**src/rtl/galaxian_input_ctrl_if.sv**
```systemverilog
// Input/output bundle for the galaxian input front-end.
// Master drives keyboard/joystick state; slave returns the core-facing words.
interface galaxian_input_ctrl_if;
   logic [10:0] ps2_key;
   logic [15:0] joystick_0;
   logic [15:0] joystick_1;
   logic        rotate;
   logic [6:0]  p1_csjudlr;
   logic [6:0]  p2_csjudlr;
   logic        service;
   logic        busy;

   modport master (
      output ps2_key,
      output joystick_0,
      output joystick_1,
      output rotate,
      input  p1_csjudlr,
      input  p2_csjudlr,
      input  service,
      input  busy
   );

   modport slave (
      input  ps2_key,
      input  joystick_0,
      input  joystick_1,
      input  rotate,
      output p1_csjudlr,
      output p2_csjudlr,
      output service,
      output busy
   );
endinterface

```
**src/rtl/galaxian_input_ctrl.sv**
```systemverilog
// PS/2 key decode, joystick merge, orientation remap and a timed
// auto-coin sequencer driving the galaxian P1/P2 CSJUDLR words.
module galaxian_input_ctrl #(
   parameter int COIN_CYCLES  = 2000000,
   parameter int GAP_CYCLES   = 5000000,
   parameter int START_CYCLES = 2000000
) (
   input  logic clk_sys,
   input  logic reset_n,
   galaxian_input_ctrl_if.slave io
);

   localparam int MAX_AB = (COIN_CYCLES > GAP_CYCLES) ?
                           COIN_CYCLES : GAP_CYCLES;
   localparam int MAXC   = (MAX_AB > START_CYCLES) ?
                           MAX_AB : START_CYCLES;
   localparam int CW     = $clog2(MAXC + 1);

   localparam int K_UP    = 0;
   localparam int K_DN    = 1;
   localparam int K_LF    = 2;
   localparam int K_RT    = 3;
   localparam int K_FIRE  = 4;
   localparam int K_ST1   = 5;
   localparam int K_ST2   = 6;
   localparam int K_COIN1 = 7;
   localparam int K_COIN2 = 8;
   localparam int K_P2U   = 9;
   localparam int K_P2D   = 10;
   localparam int K_P2L   = 11;
   localparam int K_P2R   = 12;
   localparam int K_P2F   = 13;
   localparam int K_SVC   = 14;
   localparam int NK      = 15;

   typedef enum logic [2:0] {
      IDLE,
      COIN,
      GAP,
      START,
      RELEASE
   } state_t;

   logic [NK-1:0] keys;
   logic [NK-1:0] hit;
   logic          armed;
   logic          old_toggle;
   logic          key_ev;
   logic [7:0]    code;
   logic          ext0;

   logic [15:0] joy;
   logic        unused_joy;
   logic [3:0]  p1_dir;
   logic [3:0]  p2_dir;
   logic        p1_fire;
   logic        p2_fire;

   state_t  state;
   state_t  state_n;
   logic [CW-1:0] cnt;
   logic    cnt_clr;
   logic    sel2;
   logic    sel2_n;
   logic    req1;
   logic    req2;
   logic    req1_q;
   logic    req2_q;
   logic    rise1;
   logic    rise2;
   logic    seq_coin;
   logic    seq_st1;
   logic    seq_st2;

   logic [6:0] p1_q;
   logic [6:0] p2_q;
   logic       svc_q;

   // No event until the toggle has been sampled once after reset.
   assign key_ev = armed && (io.ps2_key[10] != old_toggle);
   assign code   = io.ps2_key[7:0];
   assign ext0   = !io.ps2_key[8];

   always_comb begin
      hit = '0;
      if (key_ev) begin
         unique case (1'b1)
            code == 8'h75: hit[K_UP] = 1'b1;
            code == 8'h72: hit[K_DN] = 1'b1;
            code == 8'h6B: hit[K_LF] = 1'b1;
            code == 8'h74: hit[K_RT] = 1'b1;
            ext0 && (code == 8'h29 || code == 8'h14):
               hit[K_FIRE] = 1'b1;
            ext0 && (code == 8'h05 || code == 8'h16):
               hit[K_ST1] = 1'b1;
            ext0 && (code == 8'h06 || code == 8'h1E):
               hit[K_ST2] = 1'b1;
            ext0 && code == 8'h2E: hit[K_COIN1] = 1'b1;
            ext0 && code == 8'h36: hit[K_COIN2] = 1'b1;
            ext0 && code == 8'h2D: hit[K_P2U]   = 1'b1;
            ext0 && code == 8'h2B: hit[K_P2D]   = 1'b1;
            ext0 && code == 8'h23: hit[K_P2L]   = 1'b1;
            ext0 && code == 8'h34: hit[K_P2R]   = 1'b1;
            ext0 && code == 8'h1C: hit[K_P2F]   = 1'b1;
            ext0 && code == 8'h2C: hit[K_SVC]   = 1'b1;
            default: ;
         endcase
      end
   end

   always_ff @(posedge clk_sys or negedge reset_n) begin
      if (!reset_n) begin
         keys       <= '0;
         armed      <= 1'b0;
         old_toggle <= 1'b0;
      end else begin
         armed      <= 1'b1;
         old_toggle <= io.ps2_key[10];
         for (int i = 0; i < NK; i++) begin
            if (hit[i]) keys[i] <= io.ps2_key[9];
         end
      end
   end

   assign joy        = io.joystick_0 | io.joystick_1;
   assign unused_joy = ^joy[15:7];

   // Direction nibble is {up, down, left, right}.
   function automatic logic [3:0] rot(
      input logic [3:0] d,
      input logic       r
   );
      return r ? {d[1], d[0], d[2], d[3]} : d;
   endfunction

   always_comb begin
      p1_dir = rot({keys[K_UP] | joy[3], keys[K_DN] | joy[2],
                    keys[K_LF] | joy[1], keys[K_RT] | joy[0]},
                   io.rotate);
      p2_dir = rot({keys[K_P2U] | joy[3], keys[K_P2D] | joy[2],
                    keys[K_P2L] | joy[1], keys[K_P2R] | joy[0]},
                   io.rotate);
      p1_fire = keys[K_FIRE] | joy[4];
      p2_fire = keys[K_P2F];
   end

   assign req1  = keys[K_ST1] | joy[5];
   assign req2  = keys[K_ST2] | joy[6];
   assign rise1 = req1 & ~req1_q;
   assign rise2 = req2 & ~req2_q;

   always_ff @(posedge clk_sys or negedge reset_n) begin
      if (!reset_n) begin
         state  <= IDLE;
         cnt    <= '0;
         sel2   <= 1'b0;
         req1_q <= 1'b0;
         req2_q <= 1'b0;
      end else begin
         state  <= state_n;
         sel2   <= sel2_n;
         req1_q <= req1;
         req2_q <= req2;
         if (cnt_clr)
            cnt <= '0;
         else if (cnt != {CW{1'b1}})
            cnt <= cnt + CW'(1);
      end
   end

   always_comb begin
      state_n = state;
      cnt_clr = 1'b0;
      sel2_n  = sel2;
      unique case (state)
         IDLE: begin
            if (rise1 || rise2) begin
               state_n = COIN;
               cnt_clr = 1'b1;
               sel2_n  = !rise1;
            end
         end
         COIN: begin
            if (cnt == CW'(COIN_CYCLES - 1)) begin
               state_n = GAP;
               cnt_clr = 1'b1;
            end
         end
         GAP: begin
            if (cnt == CW'(GAP_CYCLES - 1)) begin
               state_n = START;
               cnt_clr = 1'b1;
            end
         end
         START: begin
            if (cnt == CW'(START_CYCLES - 1)) begin
               state_n = RELEASE;
               cnt_clr = 1'b1;
            end
         end
         RELEASE: begin
            if (!req1 && !req2) state_n = IDLE;
         end
         default: state_n = IDLE;
      endcase
   end

   assign seq_coin = (state == COIN);
   assign seq_st1  = (state == START) && !sel2;
   assign seq_st2  = (state == START) && sel2;

   always_ff @(posedge clk_sys or negedge reset_n) begin
      if (!reset_n) begin
         p1_q  <= '0;
         p2_q  <= '0;
         svc_q <= 1'b0;
      end else begin
         p1_q  <= {seq_coin | keys[K_COIN1], seq_st1,
                   p1_fire, p1_dir};
         p2_q  <= {keys[K_COIN2], seq_st2, p2_fire, p2_dir};
         svc_q <= keys[K_SVC];
      end
   end

   assign io.p1_csjudlr = p1_q;
   assign io.p2_csjudlr = p2_q;
   assign io.service    = svc_q;
   assign io.busy       = (state != IDLE);

endmodule

```
**src/flat_wrapper.sv**
```systemverilog
// flat-port wrapper written by rule: the top's interface ports become plain ports
module galaxian_input_ctrl_flat 
#(
   parameter int COIN_CYCLES  = 2000000,
   parameter int GAP_CYCLES   = 5000000,
   parameter int START_CYCLES = 2000000
)
  (clk_sys, reset_n, io_ps2_key, io_joystick_0, io_joystick_1, io_rotate, io_p1_csjudlr, io_p2_csjudlr, io_service, io_busy);
  galaxian_input_ctrl_if io_i ();
  input  logic clk_sys;
  input  logic reset_n;
  input wire logic [$bits(io_i.ps2_key)-1:0] io_ps2_key;
  input wire logic [$bits(io_i.joystick_0)-1:0] io_joystick_0;
  input wire logic [$bits(io_i.joystick_1)-1:0] io_joystick_1;
  input wire logic [$bits(io_i.rotate)-1:0] io_rotate;
  output wire logic [$bits(io_i.p1_csjudlr)-1:0] io_p1_csjudlr;
  output wire logic [$bits(io_i.p2_csjudlr)-1:0] io_p2_csjudlr;
  output wire logic [$bits(io_i.service)-1:0] io_service;
  output wire logic [$bits(io_i.busy)-1:0] io_busy;
  assign io_i.ps2_key = io_ps2_key;
  assign io_i.joystick_0 = io_joystick_0;
  assign io_i.joystick_1 = io_joystick_1;
  assign io_i.rotate = io_rotate;
  assign io_p1_csjudlr = io_i.p1_csjudlr;
  assign io_p2_csjudlr = io_i.p2_csjudlr;
  assign io_service = io_i.service;
  assign io_busy = io_i.busy;
  galaxian_input_ctrl #(.COIN_CYCLES(COIN_CYCLES), .GAP_CYCLES(GAP_CYCLES), .START_CYCLES(START_CYCLES)) u_core (.clk_sys(clk_sys), .reset_n(reset_n), .io(io_i));
endmodule
```
**config.mk**
```make
export PLATFORM = sky130hd
export DESIGN_NAME = galaxian_input_ctrl_flat
export DESIGN_NICKNAME = d
export VERILOG_FILES = /design/src/rtl/galaxian_input_ctrl_if.sv /design/src/rtl/galaxian_input_ctrl.sv /design/src/flat_wrapper.sv
export SDC_FILE = /design/constraint.sdc
export NUM_CORES = 1
export LEC_CHECK = 0
export BUFFER_PORTS_ARGS = -buffer_cell sky130_fd_sc_hd__buf_2
export CAP_MARGIN = 20
export CORE_ASPECT_RATIO = 0.75
export CORE_MARGIN = 1
export CORE_UTILIZATION = 35
export DETAILED_ROUTE_END_ITERATION = 8
export SLEW_MARGIN = 10
export SYNTH_ARGS = -nofsm -noshare
export SYNTH_HDL_FRONTEND = slang
export SYNTH_SLANG_ARGS = --single-unit
```
**constraint.sdc**
```tcl
create_clock -name clk_sys -period 2.1 [get_ports clk_sys]
set_clock_uncertainty 0.15 [all_clocks]
set_input_delay 0.63 -clock clk_sys [delete_from_list [all_inputs] [get_ports clk_sys]]
set_output_delay 0.63 -clock clk_sys [all_outputs]
set_load 0.02 [all_outputs]
```
* Word-level counts from Yosys, hierarchy flattened
Cells that the tools add are included.
** Storage, ports and cells
- Output and inout port bits :: 16
- Memory bits (read-only) :: 0
- RAM bits :: 0
- Logic and storage cells :: 134
- Input port bits :: 46
- Flip-flop bits (word level) :: 61
- Latch bits :: 0
- Memories kept :: 0
** Cells by class
- Shifts and indexed selects :: 0
- Equality and inequality tests :: 31
- Mux-type cells :: 30
- Div/mod/pow operators :: 0
- Reduce and logical (&&, ||, !) cells :: 30
- Bitwise operators :: 17
- $add $sub $neg :: 1
- $mul :: 0
- Magnitude comparators :: 0
** Operators with widths (count)
- $eq A8 B6 Y1 const B :: 8
- $mux W23 :: 2
- $eq A8 B5 Y1 const B :: 4
- $eq A8 B7 Y1 const B :: 4
- $add A23 B1 Y23 const B :: 1
- $eq A23 B21 Y1 const B :: 1
- $eq A23 B23 Y1 const B :: 1
- $ne A23 B23 Y1 const B :: 1
- $mux W1 :: 18
- $eq A8 B3 Y1 const B :: 2
- $logic_and A1 B1 Y1 :: 15
- $mux W15 :: 1
- $mux W3 :: 5
- $pmux W3 S5 :: 1
- $or A1 B1 Y1 :: 12
- $mux W4 :: 2
- $ne A2 B1 Y1 const B :: 4
- $or A7 B7 Y7 :: 1
- $eq A3 B2 Y1 const B :: 2
- $logic_not A1 Y1 :: 5
- $reduce_and A5 Y1 :: 1
- $logic_or A1 B1 Y1 :: 4
- $eq A3 B1 Y1 const B :: 1
- $eq A3 B3 Y1 const B :: 1
- 10 further kinds :: 12

* Depth between registers and ports, before layout
Gate-level depths: netlist (run 1).
- Word-level depth :: 7
- Gate-level depth with buffers :: 7
- Mapped depth without buffers :: 6

* Worst setup path after synthesis (run 1)
OpenSTA, ideal clock, no wires.
- Kind :: input-to-reg
- Start :: input port io_ps2_key[7]
- End :: register u_core.keys[14]
- Setup time :: 128 ps
- Data required time :: 1822 ps
- Setup slack :: -500 ps
- Data arrival time :: 2323 ps
- Buffers on the path :: 1
- Cell stages on the path :: 6
- Path through :: nand2b_1 > or4_1 > buf_2 > or4b_4 > nor3_2 > mux2_1
** Between the ends
- Word-level cells in the longest chain between the ends :: 4
** RTL lines
- from (decl) :: line flat_wrapper.sv:12 : input wire logic [$bits(io_i.ps2_key)-1:0] io_ps2_key;
- $eq A8 B6 Y1 :: line galaxian_input_ctrl.sv:105 : ext0 && code == 8'h2C: hit[K_SVC] = 1'b1;
- $logic_and A1 B1 Y1 :: line galaxian_input_ctrl.sv:105
- $mux W1 :: line galaxian_input_ctrl.sv:87 : unique case (1'b1)
- $mux W15 :: line galaxian_input_ctrl.sv:86 : if (key_ev) begin
- to (signal, indexed assignment) :: line galaxian_input_ctrl.sv:120 : if (hit[i]) keys[i] <= io.ps2_key[9];
- to (decl) :: line galaxian_input_ctrl.sv:44 : logic [NK-1:0] keys;
Every way passes these cells.
A chain may end at the register's enable or synchronous reset.

* Worst setup path after layout (run 1)
- Start :: input port io_ps2_key[7]
- End :: register u_core.keys[7]
** Between the ends
- Word-level cells in the longest chain between the ends :: 4
** RTL lines
- $eq A8 B6 Y1 :: line galaxian_input_ctrl.sv:98 : ext0 && code == 8'h2E: hit[K_COIN1] = 1'b1;
- $logic_and A1 B1 Y1 :: line galaxian_input_ctrl.sv:98
- $mux W1 :: line galaxian_input_ctrl.sv:87
- $mux W15 :: line galaxian_input_ctrl.sv:86
Every way passes these cells.

==> results.py, run 1 <==
metrics = {
    "outcome": {
        "outcome": "complete, but fails checks",
        "violations": "setup timing",
    },
    "placed_design": {
        "port_buffers": 43,
        "place_congestion": 0.8979,
        "place_hpwl_um": 4967,
    },
    "clocking": {
        "cts_tree": "done",
        "clock_path_buffers": 2,
        "clk_pin_slew_ps": 60,
        "root_buffer": "clkbuf_16",
        "hold_buffers": 0,
        "numCtsBuffers": 9,
        "clock_sinks": 61,
        "clock_latency_ps": 330,
        "ctsHtreeMaxLevel": 3,
    },
    "setup_path": {
        "arrival_ps": 2360,
        "r2r_slack_ps": -180,
        "rr_endpoint": "u_core.keys[7]",
        "critPathLaunchType": "input port",
        "crit_path_max_incr_delay_ps": 540,
        "reg2regPathDepth": 5,
        "r2r_start": "u_core.old_toggle",
        "worstPathMaxFanout": 3,
        "cp_data_required_time_ps": 2160,
        "critPathBufInv": 1,
        "critical-path-top-delay-family": "simple AND/OR/NAND/NOR gates",
        "crit_type": "in2reg",
        "cp_cell_sequence": "buf_6 -> nand2b_4 -> or4_4 -> or4b_4 -> nor2_2 -> mux2_4",
        "critical-path-slowest-cell": "or4b_4",
        "critical_path_depth": 6,
        "end_kind": "flip-flop",
    },
    "routing": {
        "drtPass1Iterations": 4,
        "wirelength_um": 7104,
        "drt-vias-per-instance": 5.044,
        "vias": 2411,
        "drt_iter0_markers": 127,
        "wire_per_inst_um": 14.86,
        "remaining_drc_errors": 0,
        "ant_nets": 0,
    },
    "finish": {
        "drive_above_1_share_pct": 34.05,
        "synthToLayoutAreaGrowth_pct": 34.49,
        "diodes": 0,
        "layout.nets": 415,
        "multiInputGateArea_sq_um": 1509,
        "final_common_cell": "dfrtp_1",
        "layout_common_cells": "dfrtp_1 (61), buf_2 (42), nor2_1 (39)",
        "seq_area_sq_um": 1526,
        "fillers": 782,
    },
    "logic_synthesis": {
        "ys_types": 44,
        "avgSynthCellArea_sq_um": 10.32,
        "syn_area_sq_um": 2982,
        "synth_compound_area_share_pct": 4.952,
        "synth_top_family_by_area": "simple AND/OR/NAND/NOR gates",
        "synth-adder-area-share_pct": 0.4196,
        "synth-simple-area-share_pct": 27.11,
        "synthesis.nets": 336,
        "ys_ff_latch": 61,
        "synth_top_flop_cell": "dfrtp_1",
        "synthMuxAreaShare_pct": 8.351,
        "ys_seq_area_share_pct": 51.20,
        "async_flop_share_pct": 100.0,
        "ys_warn_count": 0,
        "synth_xor_area_share_pct": 6.169,
        "synth-edff-count": 0,
        "synthCells": 289,
    },
    "sta": {
        "finalCritPeriodShare_pct": 109.5,
        "drv_slew": 0,
        "finalHoldViolCount": 0,
        "layout_min_cycle_time_ps": 2299,
        "slew-limit-headroom_pct": 63.87,
        "rsz0062_at_grt": "yes",
        "tightest_slew_ps": 537.0,
        "setup_violations": 6,
        "fin_ws_ps": -198.9,
        "setup_tns_ps": -712.2,
        "max_freq_mhz": 435.0,
    },
    "pwr": {
        "p_total_mw": 3.485,
        "p_per_area_nw_per_um2": 869.1,
        "vdd.ir_drop.worst_mv": 0.3606,
        "power.leakage_nw": 1.799,
    },
    "floorplanning": {
        "die-height_um": 81.93,
        "die_w_um": 108.6,
        "initial_utilization_pct": 37.00,
        "core_sq_um": 8058,
        "fp-row-count": 28,
        "fp.dieArea_sq_um": 8896,
        "io_pins": 62,
    },
    "global_route": {
        "grt.total_usage_pct": 17.24,
        "antenna_found_initial": 0,
        "grt_overflow": 0,
        "grt_max_degree": 62,
        "grt_pass1_wl_um": 11480,
        "grt_pass1_vias": 2255,
    },
    "job": {
        "cap_violations": 0,
    },
    "min_path": {
        "hp-class": "in2async",
    },
}
routing by layer:
metal | vias up | global-route usage, % | wire (um)
met1 | 1153 | 25.81 | 3585
met3 | 12 | 4.286 | 313
li1 | 1189 | - | -
met5 | - | 0 | 0
met4 | 0 | 6.757 | 101
met2 | 57 | 23.42 | 3104
kinds of logic (layout without fill, tap and decap cells):
kind of cell | Yosys count | count (layout)
AO/OA/AOI/OAI | 21 | 21
XOR/XNOR | 21 | 21
adder cells (fa/ha/maj) | 1 | 1
buffers and inverters | 12 | 96
flip-flops | 61 | 61
multiplexers | 23 | 23
other | 1 | 1
AND/OR/NAND/NOR | 149 | 149
metrics by stage:
step	util (%)	cells	setup slack (ps)	hold WS [ps]	cell area (sq um)
final	49.77	478	-198.9	152.4	4010
after global routing	49.77	478	-210.3	173.5	4010
after CTS	48.60	475	-155.0	164.5	3916
after detailed placement	44.32	459	-559.9	210.3	3571
after global placement	44.32	459	-516.2	206.0	3571
after floorplan	-	289	-496.6	184.4	3020
Yosys cell counts (2+ instances only):
library cell | n | share of area [%]
mux2_2 | 12 | 4.5
inv_1 | 2 | 0.25
nor2b_1 | 4 | 0.84
or2_2 | 2 | 0.42
a21oi_1 | 8 | 1.3
and4_1 | 3 | 0.88
clkbuf_1 | 6 | 0.76
xor2_1 | 7 | 2.1
mux2_1 | 3 | 1.1
nor4_1 | 6 | 1.3
nand2b_1 | 6 | 1.3
dfrtp_1 | 61 | 51
nand3_1 | 14 | 2.4
a211oi_1 | 3 | 0.76
nand3b_1 | 5 | 1.3
o21ai_0 | 4 | 0.67
nand2_1 | 18 | 2.3
nand4_1 | 14 | 2.9
mux2i_1 | 8 | 2.7
and2_1 | 3 | 0.63
and3_1 | 2 | 0.42
nor3_1 | 15 | 2.5
nor2_1 | 42 | 5.3
or3_1 | 4 | 0.84
xnor2_1 | 14 | 4.1
buf_2 | 4 | 0.67
nor3b_1 | 2 | 0.50
registers in the layout (all words and copies together) (netlist names):
signal and cells:
u_core.state 3, u_core.io.p1_csjudlr 7, u_core.old_toggle 1, u_core.io.service 1, u_core.sel2 1, u_core.io.p2_csjudlr 7, u_core.cnt 23, u_core.armed 1
u_core.keys 15, u_core.req1_q 1, u_core.req2_q 1
what timing repair did:
item | 4_1_cts | 5_1_grt
resized for setup | 4 | 16
buffers inserted | 0 | 3
endpoints found under the hold margin | 0 | 0
pin swaps | 3 | 6
setup endpoints to repair | 5 | 29
worst max path at each step:
stage	endpoint	startpoint	slack, ps
6_report	u_core.keys[7]	io_ps2_key[7]	-200
5_1_grt	u_core.keys[7]	io_ps2_key[7]	-210
4_1_cts	u_core.keys[14]	io_ps2_key[7]	-150
3_5_place_dp	u_core.keys[14]	io_ps2_key[7]	-560
3_3_place_gp	u_core.keys[14]	io_ps2_key[7]	-520
2_1_floorplan	u_core.keys[14]	io_ps2_key[7]	-500
report_power, final:
part | leakage, nW | internal [mW] | switching (mW)
logic | 0.860 | 0.253 | 0.279
clock network | 0.156 | 1.04 | 0.551
registers | 0.783 | 1.28 | 0.0809
cell type report:
type	count	share of cell area, %
inverter	2	0.1872
clock inverter	7	2.465
timing repair buffer	78	12.76
sequential	61	38.07
multi-input combinational	216	37.63
tap	105	3.276
clock buffer	9	5.616
(Power assumes the default switching activity.)
==> run 2: changes to the inputs <==
- CORE_MARGIN: 1 -> 2
- clock period: 2.1 -> 2.2 ns (I/O delays scaled with it)
==> results.py, run 2 (synthesis gave the netlist of run 1 again) <==
metrics = {
    "pwr": {
        "power.share.clock_pct": 49.9,
        "p_per_area_nw_per_um2": 892.0,
        "seq_power_share_pct": 37.5,
        "vdd.ir_drop.worst_mv": 0.4094,
        "power.leakage_nw": 1.771,
        "power.internal_mw": 2.656,
        "combinationalPowerShare_pct": 12.6,
        "switching_share_pct": 24.35,
        "p_switching_mw": 0.8551,
    },
    "clocking": {
        "root_buffer": "clkbuf_16",
        "clk_pin_slew_ps": 50,
        "clock_sinks": 61,
        "numCtsBuffers": 9,
        "hold_buffers": 0,
        "cts_tree": "done",
        "ctsHtreeMaxLevel": 3,
        "clock_latency_ps": 330,
        "clock_path_buffers": 2,
    },
    "global_route": {
        "antenna_found_initial": 0,
        "grt_max_degree": 62,
        "grt.total_usage_pct": 15.39,
        "grt_overflow": 0,
        "grt_pass1_vias": 2334,
        "grt_pass1_wl_um": 11480,
    },
    "sta": {
        "setup_violations": 3,
        "fin_ws_ps": -99.41,
        "max_freq_mhz": 434.9,
        "slew-limit-headroom_pct": 66.17,
        "layout_min_cycle_time_ps": 2299,
        "rsz0062_at_grt": "yes",
        "finalHoldViolCount": 0,
        "tightest_slew_ps": 502.8,
        "finalCritPeriodShare_pct": 104.5,
        "drv_slew": 0,
    },
    "job": {
        "cap_violations": 0,
    },
    "setup_path": {
        "reg2regPathDepth": 5,
        "critPathCapture": "u_core.keys[14]",
        "rr_endpoint": "u_core.keys[14]",
        "critical-path-top-delay-family": "simple AND/OR/NAND/NOR gates",
        "critPathLaunchType": "input port",
        "arrival_ps": 2360,
        "critical-path-slowest-cell": "or4b_4",
        "cp_data_required_time_ps": 2260,
        "r2r_slack_ps": -20,
        "crit_type": "in2reg",
        "r2r_start": "u_core.old_toggle",
        "critical_path_depth": 6,
        "crit_path_max_incr_delay_ps": 540,
        "critPathBufInv": 1,
        "cp_cell_sequence": "buf_6 -> nand2b_4 -> or4_4 -> or4b_4 -> nor3_4 -> mux2_4",
        "worstPathMaxFanout": 3,
        "end_kind": "flip-flop",
        "crit_start": "io_ps2_key[7]",
    },
    "finish": {
        "final_common_cell": "dfrtp_1",
        "instances_no_fill": 473,
        "seq_area_sq_um": 1526,
        "largest_reg_flops": 23,
        "diodes": 0,
        "regMostFlops": "u_core.cnt",
        "synthToLayoutAreaGrowth_pct": 32.02,
        "multiInputGateArea_sq_um": 1451,
        "layout_common_cells": "dfrtp_1 (61), buf_2 (42), nor2_1 (41)",
        "drive_above_1_share_pct": 30.68,
        "reg_top3": "u_core.cnt (23), u_core.keys (15)",
        "fillers": 771,
        "layout.nets": 407,
    },
    "routing": {
        "wirelength_um": 6780,
        "wire_per_inst_um": 14.33,
        "vias": 2394,
        "drt_iter0_markers": 117,
        "ant_nets": 0,
        "drtPass1Iterations": 4,
        "drt-vias-per-instance": 5.061,
        "remaining_drc_errors": 0,
    },
    "floorplanning": {
        "fp-row-count": 29,
        "die-height_um": 83.93,
        "initial_utilization_pct": 35.57,
        "io_pins": 62,
        "core_sq_um": 8382,
        "fp.dieArea_sq_um": 9281,
        "die_w_um": 110.6,
    },
    "placed_design": {
        "port_buffers": 43,
        "place_hpwl_um": 4863,
        "pre_cts_ws_ps": -511.6,
        "place_congestion": 0.9487,
        "dpl.cell_count": 456,
    },
    "outcome": {
        "violations": "setup timing",
        "outcome": "complete, but fails checks",
    },
    "min_path": {
        "hp-class": "in2async",
    },
}
## run 2: layout make-up
type | instances | area share (%)
repair buffers | 70 | 11.28
inverters | 2 | 0.1907
clock inverters | 7 | 3.719
flip-flops and latches | 61 | 38.78
well taps | 108 | 3.433
multi-input cells | 216 | 36.87
clock buffers | 9 | 5.722
## run 2: per-layer routing
layer  routed length [um]  up-vias  share of wire, %  GRT usage [%]
li1                     -     1172                 -              -
met1                 3474     1137                51          22.43
met2                 2821       70                42          21.36
met3                  336       15               5.0          4.139
met4                  148        0               2.2          6.705
met5                    0        -                 0              0
## run 2: power groups by stage
stage | Sequential [mW] | Combinational (mW) | Clock (mW)
4_1_cts | 1.32 | 0.423 | 1.78
3_3_place_gp | 1.33 | 0.410 | 0
5_1_grt | 1.34 | 0.499 | 1.85
6_report | 1.32 | 0.443 | 1.75
2_1_floorplan | 1.34 | 0.235 | 0
3_5_place_dp | 1.33 | 0.421 | 0
## run 2: worst min-delay path by stage
| stage | slack, ps | cells after the start | to | start |
|---|---|---|---|---|
| 3_3_place_gp | 210 | 0 | u_core.io.p2_csjudlr[6] | u_core.keys[8] |
| 6_report | 170 | 2 | u_core.cnt[0] | reset_n |
| 4_1_cts | 190 | 2 | u_core.cnt[0] | reset_n |
| 2_1_floorplan | 200 | 0 | u_core.io.service | u_core.keys[14] |
| 5_1_grt | 210 | 2 | u_core.cnt[1] | reset_n |
| 3_5_place_dp | 220 | 0 | u_core.io.p2_csjudlr[4] | u_core.keys[13] |
## run 2: what timing repair did
action	in CTS	in global routing
gates resized for setup	3	5
cloned	0	0
pin swaps	1	2
setup buffers	0	1
endpoints found under the setup margin	3	28
## run 2: through the flow
step | TNS, ps | power (mW) | cell area, sq um | util [%] | hold WS [ps]
3_3_place_gp | -3952 | 1.740 | 3523 | 42.04 | 210.2
6_report | -246.6 | 3.511 | 3936 | 46.96 | 166.9
5_1_grt | -322.5 | 3.680 | 3936 | 46.96 | 214.0
3_5_place_dp | -4277 | 1.754 | 3523 | 42.04 | 218.7
2_1_floorplan | -1370 | 1.575 | 3014 | - | 197.1
4_1_cts | -255.1 | 3.521 | 3911 | 46.66 | 189.8
